==> src/rtl/fetch_stage_pkg.sv <==
// Shared types and constants for the IF stage and its IF/ID pipeline register.
package fetch_stage_pkg;

  localparam int unsigned WordLen = 32;

  typedef enum logic [1:0] {
    FsBoot = 2'd0,
    FsRun  = 2'd1,
    FsHold = 2'd2
  } fs_state_e;

  localparam logic [WordLen-1:0] NopInst = '0;

  function automatic logic [15:0] sat_inc16(input logic [15:0] v);
    return (v == 16'hFFFF) ? v : v + 16'd1;
  endfunction

endpackage

==> src/rtl/fetch_stage_if.sv <==
// Fetch-stage bus: hazard/branch controls, instruction memory, IF/ID outputs and perf counters.
interface fetch_stage_if
  import fetch_stage_pkg::*;
#(
  parameter int unsigned WORD_LEN = WordLen
);
  logic                freeze;
  logic                branch_taken;
  logic [WORD_LEN-1:0] branch_addr;
  logic [WORD_LEN-1:0] inst_addr;
  logic [WORD_LEN-1:0] inst_in;
  logic [WORD_LEN-1:0] pc_ID;
  logic [WORD_LEN-1:0] inst_ID;
  logic                valid_ID;
  logic [15:0]         stall_cnt;
  logic [15:0]         flush_cnt;

  modport master (
    output freeze, branch_taken, branch_addr, inst_in,
    input  inst_addr, pc_ID, inst_ID, valid_ID, stall_cnt, flush_cnt
  );

  modport slave (
    input  freeze, branch_taken, branch_addr, inst_in,
    output inst_addr, pc_ID, inst_ID, valid_ID, stall_cnt, flush_cnt
  );
endinterface

==> src/rtl/fetch_stage_if_id_reg.sv <==
// Pipeline register pair (pc, inst) plus valid; loads on load_i, otherwise holds.
module fetch_stage_if_id_reg #(
  parameter int unsigned WIDTH = 32
) (
  input  logic             clk,
  input  logic             rst,
  input  logic             load_i,
  input  logic [WIDTH-1:0] pc_i,
  input  logic [WIDTH-1:0] inst_i,
  input  logic             valid_i,
  output logic [WIDTH-1:0] pc_o,
  output logic [WIDTH-1:0] inst_o,
  output logic             valid_o
);
  logic [WIDTH-1:0] pc_q, inst_q;
  logic             valid_q;

  always_ff @(posedge clk) begin
    if (rst) begin
      pc_q    <= '0;
      inst_q  <= '0;
      valid_q <= 1'b0;
    end else if (load_i) begin
      pc_q    <= pc_i;
      inst_q  <= inst_i;
      valid_q <= valid_i;
    end
  end

  assign pc_o    = pc_q;
  assign inst_o  = inst_q;
  assign valid_o = valid_q;
endmodule

==> src/rtl/fetch_stage.sv <==
// IF stage: PC, next-PC select, IF/ID register. Optional perf counters under FETCH_PERF_CNT_EN.
module fetch_stage
  import fetch_stage_pkg::*;
#(
  parameter int unsigned         WORD_LEN = WordLen,
  parameter logic [WORD_LEN-1:0] RESET_PC = '0,
  parameter logic [WORD_LEN-1:0] PC_STEP  = WORD_LEN'(4)
) (
  input logic          clk,
  input logic          rst,
  fetch_stage_if.slave bus
);
  fs_state_e           state_q, state_d;
  logic [WORD_LEN-1:0] pc_q, pc_d, pc_plus;
  logic                fetch, bubble, hold, flush;

  assign pc_plus = pc_q + PC_STEP;

  always_comb begin
    state_d = state_q;
    pc_d    = pc_q;
    fetch   = 1'b0;
    bubble  = 1'b0;
    hold    = 1'b0;
    flush   = 1'b0;
    case (state_q)
      FsBoot: begin
        bubble  = 1'b1;
        state_d = FsRun;
      end
      FsRun, FsHold: begin
        // Freeze beats a simultaneous branch; the branch is re-presented after the stall.
        if (bus.freeze) begin
          hold    = 1'b1;
          state_d = FsHold;
        end else begin
          state_d = FsRun;
          if (bus.branch_taken) begin
            pc_d   = bus.branch_addr;
            bubble = 1'b1;
            flush  = 1'b1;
          end else begin
            pc_d  = pc_plus;
            fetch = 1'b1;
          end
        end
      end
      default: state_d = FsBoot;
    endcase
  end

  always_ff @(posedge clk) begin
    if (rst) begin
      state_q <= FsBoot;
      pc_q    <= RESET_PC;
    end else begin
      state_q <= state_d;
      pc_q    <= pc_d;
    end
  end

  assign bus.inst_addr = pc_q;

  fetch_stage_if_id_reg #(
    .WIDTH(WORD_LEN)
  ) u_if_id (
    .clk    (clk),
    .rst    (rst),
    .load_i (fetch | bubble),
    .pc_i   (fetch ? pc_plus : '0),
    .inst_i (fetch ? bus.inst_in : NopInst),
    .valid_i(fetch),
    .pc_o   (bus.pc_ID),
    .inst_o (bus.inst_ID),
    .valid_o(bus.valid_ID)
  );

`ifdef FETCH_PERF_CNT_EN
  logic [15:0] stall_cnt_q, flush_cnt_q;

  always_ff @(posedge clk) begin
    if (rst) begin
      stall_cnt_q <= '0;
      flush_cnt_q <= '0;
    end else begin
      if (hold) stall_cnt_q <= sat_inc16(stall_cnt_q);
      if (flush) flush_cnt_q <= sat_inc16(flush_cnt_q);
    end
  end

  assign bus.stall_cnt = stall_cnt_q;
  assign bus.flush_cnt = flush_cnt_q;
`else
  logic unused_perf;
  assign unused_perf   = hold ^ flush;
  assign bus.stall_cnt = '0;
  assign bus.flush_cnt = '0;
`endif
endmodule

==> src/flat_wrapper.sv <==
// flat-port wrapper written by rule: the top's interface ports become plain ports
module fetch_stage_flat import fetch_stage_pkg::*;
#(
  parameter int unsigned         WORD_LEN = WordLen,
  parameter logic [WORD_LEN-1:0] RESET_PC = '0,
  parameter logic [WORD_LEN-1:0] PC_STEP  = WORD_LEN'(4)
)
  (clk, rst, bus_freeze, bus_branch_taken, bus_branch_addr, bus_inst_in, bus_inst_addr, bus_pc_ID, bus_inst_ID, bus_valid_ID, bus_stall_cnt, bus_flush_cnt);
  fetch_stage_if #(.WORD_LEN(WORD_LEN)) bus_i ();
  input logic clk;
  input logic rst;
  input wire logic [$bits(bus_i.freeze)-1:0] bus_freeze;
  input wire logic [$bits(bus_i.branch_taken)-1:0] bus_branch_taken;
  input wire logic [$bits(bus_i.branch_addr)-1:0] bus_branch_addr;
  input wire logic [$bits(bus_i.inst_in)-1:0] bus_inst_in;
  output wire logic [$bits(bus_i.inst_addr)-1:0] bus_inst_addr;
  output wire logic [$bits(bus_i.pc_ID)-1:0] bus_pc_ID;
  output wire logic [$bits(bus_i.inst_ID)-1:0] bus_inst_ID;
  output wire logic [$bits(bus_i.valid_ID)-1:0] bus_valid_ID;
  output wire logic [$bits(bus_i.stall_cnt)-1:0] bus_stall_cnt;
  output wire logic [$bits(bus_i.flush_cnt)-1:0] bus_flush_cnt;
  assign bus_i.freeze = bus_freeze;
  assign bus_i.branch_taken = bus_branch_taken;
  assign bus_i.branch_addr = bus_branch_addr;
  assign bus_i.inst_in = bus_inst_in;
  assign bus_inst_addr = bus_i.inst_addr;
  assign bus_pc_ID = bus_i.pc_ID;
  assign bus_inst_ID = bus_i.inst_ID;
  assign bus_valid_ID = bus_i.valid_ID;
  assign bus_stall_cnt = bus_i.stall_cnt;
  assign bus_flush_cnt = bus_i.flush_cnt;
  fetch_stage #(.WORD_LEN(WORD_LEN), .RESET_PC(RESET_PC), .PC_STEP(PC_STEP)) u_core (.clk(clk), .rst(rst), .bus(bus_i));
endmodule
==> config.mk <==
export PLATFORM = sky130hd
export DESIGN_NAME = fetch_stage_flat
export DESIGN_NICKNAME = d
export VERILOG_FILES = /design/src/rtl/fetch_stage_pkg.sv /design/src/rtl/fetch_stage_if.sv /design/src/rtl/fetch_stage_if_id_reg.sv /design/src/rtl/fetch_stage.sv /design/src/flat_wrapper.sv
export SDC_FILE = /design/constraint.sdc
export NUM_CORES = 1
export LEC_CHECK = 0
export CORE_ASPECT_RATIO = 1.4
export CORE_MARGIN = 5
export CORE_UTILIZATION = 40
export DETAILED_ROUTE_END_ITERATION = 10
export GPL_ROUTABILITY_DRIVEN = 0
export PLACE_DENSITY = 0.76
export SETUP_SLACK_MARGIN = 0.5
export SLEW_MARGIN = 25
export SYNTH_ARGS = -nofsm -noshare
export SYNTH_HDL_FRONTEND = slang
export SYNTH_SLANG_ARGS = --single-unit
==> constraint.sdc <==
create_clock -name clk -period 3.3 [get_ports clk]
set_clock_uncertainty 0.05 [all_clocks]
set_input_delay 0.66 -clock clk [delete_from_list [all_inputs] [get_ports clk]]
set_output_delay 0.66 -clock clk [all_outputs]
set_load 0.05 [all_outputs]
==> flow_summary.json <==
{
  "synth-edff-count": 0,
  "required_ns": 3.52,
  "utilization_pct": 57.0,
  "fin_tns_setup_ns": 0,
  "grt_pass1_vias": 4717,
  "routed_wl_mm": 14.7,
  "cp_max_fo": 11,
  "drtAntennaViolNets": 0,
  "die_area_um2": 14200,
  "ys_warn_count": 0,
  "nets": 769,
  "tightest_slew_ns": 0.763,
  "netlist_instances": 558,
  "synth_top_family_by_area": "compound AO/OA/AOI/OAI gates",
  "drt_iter0_markers": 155,
  "ys_top_cells_by_area": "dfxtp_1 42%, a22oi_1 8.1%, nor2_1 5.5%",
  "dp.cells": 834,
  "async_reset_ff_share_pct": 0,
  "synth_xor_area_share_pct": 5.17,
  "drt-vias-per-instance": 5.38,
  "drv_cap": 0,
  "grt_first_pass_wirelength_mm": 23.8,
  "period_share_pct": 80.5,
  "synth_compound_area_share_pct": 22.0,
  "core_area_um2": 11700,
  "die_h_um": 139,
  "vdd.ir_drop.worst_uv": 273,
  "rsz0062_at_grt": "false",
  "drc": 0,
  "cts_setup_buffers": 0,
  "vias": 4575,
  "clock-root-buffer": "clkbuf_16",
  "grtUsageTotal_pct": 20.7,
  "power.density_nw_per_um2": 444,
  "max_freq_mhz": 376,
  "yosysMostFrequentCell": "dfxtp_1",
  "cts_sinks": 99,
  "status": "complete, no violations",
  "grt_max_degree": 79,
  "yosysTopAreaCell": "dfxtp_1",
  "chipWidth_um": 102,
  "antenna_found_initial": 0,
  "total_leakage_power_nw": 2.29,
  "layout_min_cycle_time_ns": 2.66,
  "cts_tree": "yes",
  "synth_fa_ha_area_share_pct": 0.792,
  "ys_seq_area_share_pct": 41.8,
  "maxSlewHeadroom_pct": 49.1,
  "fin_cells": 850,
  "dp_hpwl_mm": 10.7,
  "hold_viol": 0,
  "drt_pass1_iterations": 5,
  "path_class": "flip-flop to flip-flop",
  "cts_max_level": 3,
  "grt.overflow.total": 0,
  "synth-simple-area-share_pct": 19.8,
  "post_dp_cell_area_um2": 6390,
  "area_delta_synth_final_pct": 40.7,
  "worstSkewPairLatency_ns": 0.35,
  "clk_pin_slew_ns": 0.07,
  "postLayoutCellArea_um2": 6670,
  "wl_per_cell_um": 17.2,
  "antenna_cells": 0,
  "drive_above_1_share_pct": 5.97,
  "start_util_pct": 40.5,
  "yosysTopAreaCellShare_pct": 41.8,
  "cts_buffers": 9,
  "boundaryPins": 197,
  "cts_hold_buf": 0,
  "row_count": 47,
  "slew_viol_final": 0,
  "yosys-top-cells-count": "99 x dfxtp_1, 70 x nor2_1, 51 x a22oi_1, 39 x clkbuf_1, 34 x nand2_1",
  "ys.flop_type": "dfxtp_1",
  "yosysUniqueCellTypes": 51,
  "finalSetupViolCount": 0,
  "port_buffers": 164,
  "synthMuxAreaShare_pct": 0.844,
  "clockBufferDepth": 2,
  "cp-end-kind": "flip-flop",
  "critPathLaunchType": "flip-flop",
  "ys_ff_latch": 99,
  "netlist_area_um2": 4740,
  "postCtsResizedCells": 0,
  "avgSynthCellArea_um2": 8.50,
  "timing.hold.worst.class": "flip-flop to flip-flop",
  "cp.arrival_ns": 2.88
}
-- layout by cell type, fill, tap and decap left out, types with 17 or more instances in the layout --
master / n
clkdlybuf4s50_1: 162
dfxtp_1: 99
nor2_1: 69
a22oi_1: 51
nand2_1: 34
conb_1: 32
nand3_1: 23
o2bb2ai_1: 21
a21oi_1: 19
o21ai_0: 17
-- report_power, final --
group          switching (mW)  leakage (nW)  total (mW)  internal [mW]
Clock                   0.478         0.139        1.02          0.539
Sequential             0.0531         0.801        1.29           1.24
Combinational           0.433          1.35       0.658          0.225
Total                   0.964          2.29        2.96           2.00
-- critical path, stage by stage (launching register included) --
cell     delay (ns)
dfxtp_1        0.54
nand3_1        0.25
or4_4          0.64
or4_4          0.54
or4_4          0.44
a41oi_2        0.13
-- layer usage --
layer	vias to the layer above	global-route usage [%]	wire [µm]
li1	2216	-	-
met5	-	0	0
met3	20	6.74	1350
met1	2145	23.4	5620
met4	0	6.15	251
met2	194	36.2	7440
-- cells by family (layout without fill, tap and decap cells) --
| kind of cell | after synthesis | after routing |
|---|---|---|
| adders and majority gates | 3 | 3 |
| AOI/OAI and AO/OA | 146 | 146 |
| xor gates and xnor gates | 28 | 28 |
| buffers and inverters | 86 | 200 |
| DFF | 99 | 99 |
| muxes | 4 | 4 |
| and+or+nand+nor | 191 | 191 |
| other | 1 | 32 |
-- final timing paths --
check	from	endpoint	slack [ns]	depth (start not counted)
setup / recovery	u_core.bus.inst_addr[4]	u_core.bus.inst_addr[27]	0.64	5
hold / removal	u_core.u_if_id.pc_o[21]	u_core.u_if_id.pc_o[21]	0.41	1
setup reg to reg	u_core.bus.inst_addr[4]	u_core.bus.inst_addr[27]	0.64	5
hold reg to reg	u_core.u_if_id.pc_o[21]	u_core.u_if_id.pc_o[21]	0.41	1
-- cell type report --
cell class                 count  area (µm²)
clock buffer                  10         239
multi-input combinational    404        2440
inverter                       8        30.0
fill                        1074        5030
sequential                    99        1980
clock inverter                 6        47.5
timing repair buffer         176        1750
tap                          147         184
-- sequential cells by signal, indices dropped and copies added (netlist names) --
signal	count
u_core.bus.inst_addr	32
u_core.u_if_id.inst_o	32
u_core.u_if_id.pc_o	32
u_core.state_q	2
u_core.u_if_id.valid_o	1
-- stage by stage --
stage	power (mW)	hold WS, ns	worst slack, ns
floorplan	1.76	0.581	0.570
global placement	1.96	0.393	0.635
detailed placement	1.97	0.396	0.589
CTS	2.98	0.416	0.660
global route	3.09	0.434	0.556
finish	2.96	0.413	0.644
Note: power is estimated with default switching activity, not from simulation.
